## src/rtl/decode_pkg.sv

```systemverilog
// Shared field widths, default load/store opcodes and the decoded-instruction
// bundle used by the decode stage and its field decoder.
package decode_pkg;

  localparam int OPCODE_W = 4;
  localparam int REG_W    = 3;
  localparam int FUNC_W   = 3;
  localparam int DATA_W   = 16;
  localparam int IMM_W    = REG_W + FUNC_W;
  localparam int INSTR_W  = OPCODE_W + 3 * REG_W + FUNC_W;

  localparam logic [OPCODE_W-1:0] DEF_LOAD_OPCODE  = 4'b1000;
  localparam logic [OPCODE_W-1:0] DEF_STORE_OPCODE = 4'b1001;

  typedef struct packed {
    logic [OPCODE_W-1:0] opcode;
    logic [REG_W-1:0]    rs;
    logic [REG_W-1:0]    rt;
    logic [REG_W-1:0]    rd;
    logic [FUNC_W-1:0]   func;
    logic [DATA_W-1:0]   imm;
    logic                is_rtype;
    logic                is_load;
    logic [REG_W-1:0]    dest;
    logic                writes_reg;
  } decoded_t;

endpackage

```

## src/rtl/decode_stage_field_decoder.sv

```systemverilog
// Combinational split of a raw instruction into its fields plus the
// classification flags the register-read stage needs.
module field_decoder
  import decode_pkg::*;
#(
  parameter logic [OPCODE_W-1:0] LOAD_OPCODE = DEF_LOAD_OPCODE
) (
  input  logic [INSTR_W-1:0] i_instr,
  output decoded_t           o_dec
);

  logic [OPCODE_W-1:0] w_opcode;
  logic [REG_W-1:0]    w_rt;
  logic [REG_W-1:0]    w_rd;
  logic [REG_W-1:0]    w_dest;
  logic                w_isRtype;
  logic                w_isLoad;

  assign w_opcode  = i_instr[INSTR_W-1 -: OPCODE_W];
  assign w_rt      = i_instr[INSTR_W-OPCODE_W-REG_W-1 -: REG_W];
  assign w_rd      = i_instr[INSTR_W-OPCODE_W-2*REG_W-1 -: REG_W];
  assign w_isRtype = (w_opcode == '0);
  assign w_isLoad  = (w_opcode == LOAD_OPCODE);
  // R-type writes rd; every other format names its target in rt.
  assign w_dest    = w_isRtype ? w_rd : w_rt;

  always_comb begin
    o_dec            = '0;
    o_dec.opcode     = w_opcode;
    o_dec.rs         = i_instr[INSTR_W-OPCODE_W-1 -: REG_W];
    o_dec.rt         = w_rt;
    o_dec.rd         = w_rd;
    o_dec.func       = i_instr[FUNC_W-1:0];
    o_dec.imm        = {{(DATA_W-IMM_W){i_instr[IMM_W-1]}}, i_instr[IMM_W-1:0]};
    o_dec.is_rtype   = w_isRtype;
    o_dec.is_load    = w_isLoad;
    o_dec.dest       = w_dest;
    o_dec.writes_reg = (w_isRtype | w_isLoad) & (w_dest != '0);
  end

endmodule

```

## src/rtl/decode_stage.sv

```systemverilog
// Registered decode stage: valid/ready on both sides, one-entry skid buffer,
// flush, load-use interlock and a count of decoded instructions handed on.
module decode_stage
  import decode_pkg::*;
#(
  parameter logic [OPCODE_W-1:0] LOAD_OPCODE  = DEF_LOAD_OPCODE,
  parameter logic [OPCODE_W-1:0] STORE_OPCODE = DEF_STORE_OPCODE,
  parameter int                  CNT_W        = 16
) (
  input  logic                clk,
  input  logic                reset,
  input  logic                flush,
  input  logic                in_valid,
  output logic                in_ready,
  input  logic [INSTR_W-1:0]  in_instr,
  output logic                out_valid,
  input  logic                out_ready,
  output logic [OPCODE_W-1:0] opcode,
  output logic [REG_W-1:0]    rs,
  output logic [REG_W-1:0]    rt,
  output logic [REG_W-1:0]    rd,
  output logic [FUNC_W-1:0]   func,
  output logic [DATA_W-1:0]   imm,
  output logic                is_rtype,
  output logic                is_load,
  output logic [REG_W-1:0]    dest,
  output logic                writes_reg,
  output logic                hazard,
  output logic [CNT_W-1:0]    decode_count
);

  decoded_t         w_in;
  decoded_t         r_out;
  decoded_t         r_skid;
  logic             r_outValid;
  logic             r_skidValid;
  logic [CNT_W-1:0] r_count;
  logic             w_inUsesRt;
  logic             w_hazard;
  logic             w_accept;
  logic             w_fire;

  field_decoder #(.LOAD_OPCODE(LOAD_OPCODE)) u_fieldDecoder (
    .i_instr (in_instr),
    .o_dec   (w_in)
  );

  assign w_inUsesRt = (w_in.opcode == '0) | (w_in.opcode == STORE_OPCODE);

  // Only the instruction in OUT is checked: a load still in SKID already
  // blocks input, and is checked once it advances.
  assign w_hazard = in_valid & r_outValid & r_out.is_load & (r_out.dest != '0) &
                    ((w_in.rs == r_out.dest) | (w_inUsesRt & (w_in.rt == r_out.dest)));

  assign in_ready = ~r_skidValid & ~w_hazard & ~flush;
  assign w_accept = in_valid & in_ready;
  assign w_fire   = r_outValid & out_ready;

  always_ff @(posedge clk) begin
    if (reset) begin
      r_outValid  <= 1'b0;
      r_skidValid <= 1'b0;
      r_count     <= '0;
      r_out       <= '0;
      r_skid      <= '0;
    end else begin
      if (w_fire) begin
        r_count <= r_count + 1'b1;
      end
      if (flush) begin
        r_outValid  <= 1'b0;
        r_skidValid <= 1'b0;
      end else begin
        // SKID and a new acceptance never coincide, since a full SKID drops in_ready.
        if (w_fire || !r_outValid) begin
          r_outValid <= r_skidValid | w_accept;
          if (r_skidValid) begin
            r_out       <= r_skid;
            r_skidValid <= 1'b0;
          end else if (w_accept) begin
            r_out <= w_in;
          end
        end
        if (w_accept && r_outValid && !out_ready) begin
          r_skid      <= w_in;
          r_skidValid <= 1'b1;
        end
      end
    end
  end

  assign out_valid    = r_outValid;
  assign opcode       = r_out.opcode;
  assign rs           = r_out.rs;
  assign rt           = r_out.rt;
  assign rd           = r_out.rd;
  assign func         = r_out.func;
  assign imm          = r_out.imm;
  assign is_rtype     = r_out.is_rtype;
  assign is_load      = r_out.is_load;
  assign dest         = r_out.dest;
  assign writes_reg   = r_out.writes_reg;
  assign hazard       = w_hazard;
  assign decode_count = r_count;

endmodule

```

## config.mk

```make
export PLATFORM = sky130hd
export DESIGN_NAME = decode_stage
export DESIGN_NICKNAME = d
export VERILOG_FILES = /design/src/rtl/decode_pkg.sv /design/src/rtl/decode_stage_field_decoder.sv /design/src/rtl/decode_stage.sv
export SDC_FILE = /design/constraint.sdc
export NUM_CORES = 1
export LEC_CHECK = 0
export ABC_CLOCK_PERIOD_IN_PS = 1800
export BUFFER_PORTS_ARGS = -buffer_cell sky130_fd_sc_hd__buf_2
export CAP_MARGIN = 10
export CORE_MARGIN = 3
export CORE_UTILIZATION = 49
export CTS_CLUSTER_SIZE = 20
export DETAILED_ROUTE_END_ITERATION = 6
export GPL_TIMING_DRIVEN = 0
export PLACE_DENSITY = 0.76
export SLEW_MARGIN = 20
export SYNTH_ARGS = -nofsm -noshare
export SYNTH_HDL_FRONTEND = slang
export SYNTH_SLANG_ARGS = --single-unit
```

## constraint.sdc

```tcl
create_clock -name clk -period 1.8 [get_ports clk]
set_input_delay 0.18 -clock clk [delete_from_list [all_inputs] [get_ports clk]]
set_output_delay 0.18 -clock clk [all_outputs]
set_load 0.02 [all_outputs]
```

==> reports/results.txt <==
The mean number of vias per cell is 6.150. Kind of start point of the critical path: a flip-flop. The post-route antenna net violation count came out at 0. The run finished, with violations left. The clock buffer count from CTS came out at 9.

The run gives -0.1984 ns as the minimum setup slack in the final design. In this run the number of H-tree levels came out at 3. The clock slew seen by the registers of the worst setup and hold paths is 0.07 ns, and the number of global-route vias before repair is 3360.

The first routing iteration left 376 violations. Critical path's largest stage delay: 0.38 ns. The worst register-to-register path begins at dest[2].

Setup violations remaining at the end of the flow were counted as 24. For the finished layout, the period the worst path requires is 1.998 ns. At the later pin of the worst-skew pair, clock insertion delay measures 0.35 ns. The first global-routing pass estimated 16820 um of wire.

The area growth from synthesis to layout is 32.46%. Dividing the synthesized area by the synthesized cell count gives 8.492 um^2. Yosys printed 0 warnings. The die outline area was 7949 um^2; the flip-flop and latch count after synthesis was 62.

STA classifies the critical path endpoint as a flip-flop. The count of port buffers added during placement is 77. Required arrival time at the worst endpoint: 2.03 ns. The static leakage power came out at 1.780 nW. Fill cells in the final layout number 516. The fraction of final layout cells sized beyond drive strength 1 was 39.76%; the die height was 89.16 um. r_skid holds more flip-flops than any other register.

The initial antenna violation count is 0. Global routing used 27.55% of the available tracks across all layers. The slack of the worst reg-to-reg path is -0.20 ns. The tools report the count of final hold-check violations as 0.

For the worst setup path, the data arrival time is 2.23 ns. Category of the critical setup timing path: flip-flop to flip-flop. Across the VDD grid, the largest voltage drop is 0.0004444 V. For this design the ratio of total power to cell area is 704.1 nW/um^2. The number of instances on the worst hold path works out to 3.

The terminating pin of the worst hold path was r_skid[8]. The sequential cell area fraction in the yosys report came out at 36.63%. Measured in cells, the most critical reg-to-reg path has a length of 8. The tools report the I/O pin count as 78. The post-route DRC violation count is 0. The number of nets in the synthesized netlist is 421.

TritonCTS built the clock tree. The tools report the deepest clock path buffer count as 2. The flip-flop count of the largest register after layout is 22.

The checks that failed: setup timing. The master of the slowest instance on the critical path was sky130_fd_sc_hd__dfxtp_4. The number of antenna cells inserted was 0. The min-delay analysis places its worst path in the category primary input to flip-flop.

Synthesis handed over a netlist of 399 instances. The synthesized netlist occupies a cell area of 3388 um^2. The width of the die is 89.16 um, and the final period utilization is 111.0%. The floorplan step defined a core boundary enclosing 6531 um^2. On the final layout, the worst hold slack is 0.1190 ns.

The logs give 56.40% for the normalized max-slew margin and 0 for the final max-slew violation count. The tree is rooted in a sky130_fd_sc_hd__clkbuf_8. Summed over all layers, the global routing overflow is 0. Entering global routing, the biggest net connects 15 pins. For the number of clock sinks, the log shows 62. Cell row count: 29.

The clock arrives with 0.008267 ns of skew. Setup repair after global routing could not meet its margin everywhere. The max-cap check violation count came out at 0. In this run the critical register-to-register path is captured at r_skid[4]. For this block, the via count after detailed routing is 3567. The per-cell routed wire length came out at 18.95 um. The congestion estimate from routability-driven global placement came to 0.9280.

The number of search-and-repair iterations in the first detailed-routing pass is 6. Timing would allow up to 0.5004 GHz. After detailed routing, the total wire length is 10990 um.

The number of hold buffers added after CTS was 0. After synthesis, the netlist uses 43 different library cells. The accumulated negative setup slack was -2.677 ns.

The largest fanout on the critical path works out to 6. For the detailed-placement wirelength estimate, the log shows 6997 um. Total number of nets in the final design: 521.

The critical path goes through xor2_2, nor3_2, buf_4, nor2b_1, clkbuf_8, nor3_4, buf_6, mux2_4. The critical hold path startpoint was in_instr[2]. Effective utilization at floorplan: 51.88%.

Slew of the pin with the lowest slew margin: 0.6539 ns.
Yosys cell counts, drive strengths merged:
cell type | count | area share [%]
o21ai | 13 | 1.9
nor2b | 8 | 1.5
o31a | 1 | 0.26
buf | 29 | 5.4
inv | 3 | 0.33
mux2 | 22 | 7.3
clkbuf | 21 | 2.4
o21a | 2 | 0.44
nor4 | 2 | 0.37
nor3 | 9 | 1.7
o211a | 1 | 0.30
a22o | 1 | 0.26
or4 | 1 | 0.22
or2 | 1 | 0.18
o31ai | 17 | 3.8
dfxtp | 62 | 37
a22oi | 17 | 3.8
xnor2 | 9 | 2.3
nor4b | 1 | 0.26
nand4 | 4 | 0.74
o41ai | 1 | 0.26
nand2b | 1 | 0.18
and4 | 1 | 0.26
and3 | 2 | 0.37
mux2i | 3 | 0.89
nor2 | 27 | 3.0
ha | 1 | 0.37
nand3 | 11 | 1.6
a21oi | 21 | 3.1
and4b | 2 | 0.59
xor2 | 12 | 3.1
a31oi | 20 | 3.9
nand2 | 32 | 3.5
nor3b | 1 | 0.22
or3 | 3 | 0.55
and2 | 2 | 0.37
o211ai | 35 | 7.8
layout make-up:
| cell class | count | area [um^2] | share of cell area, % |
|---|---|---|---|
| Multi-Input combinational cell | 284 | 2069 | 46.11 |
| Sequential cell | 62 | 1254 | 27.93 |
| Timing Repair Buffer | 93 | 519.2 | 11.57 |
| Buffer | 46 | 330.3 | 7.360 |
| Clock buffer | 12 | 165.2 | 3.680 |
| Tap cell | 77 | 96.34 | 2.147 |
| Clock inverter | 3 | 42.54 | 0.9479 |
| Inverter | 3 | 11.26 | 0.2509 |
layout by cell type (no fill, tap or decap), types with 5 or more instances in the layout:
master	count
sky130_fd_sc_hd__mux2_4	6
sky130_fd_sc_hd__buf_4	31
sky130_fd_sc_hd__o21ai_0	6
sky130_fd_sc_hd__dfxtp_1	58
sky130_fd_sc_hd__clkbuf_8	14
sky130_fd_sc_hd__clkbuf_1	7
sky130_fd_sc_hd__a21oi_1	20
sky130_fd_sc_hd__xor2_1	9
sky130_fd_sc_hd__buf_2	80
sky130_fd_sc_hd__nand2_1	31
sky130_fd_sc_hd__mux2_2	16
sky130_fd_sc_hd__nor3_1	5
sky130_fd_sc_hd__nand3_1	10
sky130_fd_sc_hd__nor2_1	25
sky130_fd_sc_hd__o21ai_2	6
sky130_fd_sc_hd__a31oi_1	19
sky130_fd_sc_hd__o211ai_1	35
sky130_fd_sc_hd__buf_6	8
sky130_fd_sc_hd__a22oi_1	17
sky130_fd_sc_hd__xnor2_1	8
sky130_fd_sc_hd__nor2b_1	7
sky130_fd_sc_hd__o31ai_1	14
report_power, final:
part           switching [mW]  internal, mW
clock network           0.553         0.743
logic                   0.266         0.171
registers              0.0308          1.40
cell families after synthesis:
kind of cell | after synthesis | share of synthesized area (%)
xor+xnor | 21 | 5.428
mux | 25 | 8.198
compound gates | 129 | 25.70
buf+inv | 53 | 8.050
flops | 62 | 36.63
fa+ha+maj | 1 | 0.3692
simple gates | 108 | 15.62
metal layers:
layer  part of all wire (%)  up-vias  global-route usage, %  wire (um)
met5                      0        -                      0          0
met4                    3.0        0                  11.37        325
met1                     41     1675                  35.54       4501
met3                    8.5       33                  7.742        937
li1                       -     1667                      -          -
met2                     48      192                  43.34       5225
how the worst max path moves through the flow:
stage | endpoint | depth (start not counted) | slack [ns] | start
detailed placement | imm[14] | 7 | -0.42 | out_valid
global route | r_skid[2] | 8 | -0.21 | dest[2]
finish | r_skid[4] | 8 | -0.20 | dest[2]
global placement | imm[14] | 7 | -0.37 | out_valid
floorplan | r_skid[0] | 6 | -0.11 | dest[2]
CTS | in_ready | 7 | -0.14 | dest[1]
critical path, delay by kind of cell, from the launching register on:
kind | cells | cell delay (ns)
AND/OR/NAND/NOR | 3 | 0.52
multiplexers | 1 | 0.30
XOR/XNOR | 1 | 0.17
buffers and inverters | 3 | 0.51
flip-flops | 1 | 0.38
metrics by stage:
stage / util (%) / setup slack (ns) / instance area, um^2 / instances / power (mW)
2_1_floorplan: - / -0.1126 / 3411 / 399 / 1.682
5_1_grt: 68.72 / -0.2069 / 4488 / 580 / 3.261
4_1_cts: 66.44 / -0.1425 / 4339 / 577 / 3.125
6_report: 68.72 / -0.1984 / 4488 / 580 / 3.160
3_3_place_gp: 59.60 / -0.3667 / 3892 / 553 / 1.813
3_5_place_dp: 59.60 / -0.4227 / 3892 / 553 / 1.822
repair_timing:
action,4_1_cts,5_1_grt
resized for setup,53,43
setup endpoints to repair,48,47
cloned,0,1
hold endpoints to repair,0,0
setup buffers,11,5
pin swaps,7,13
Power figures use the tool's default switching activity.
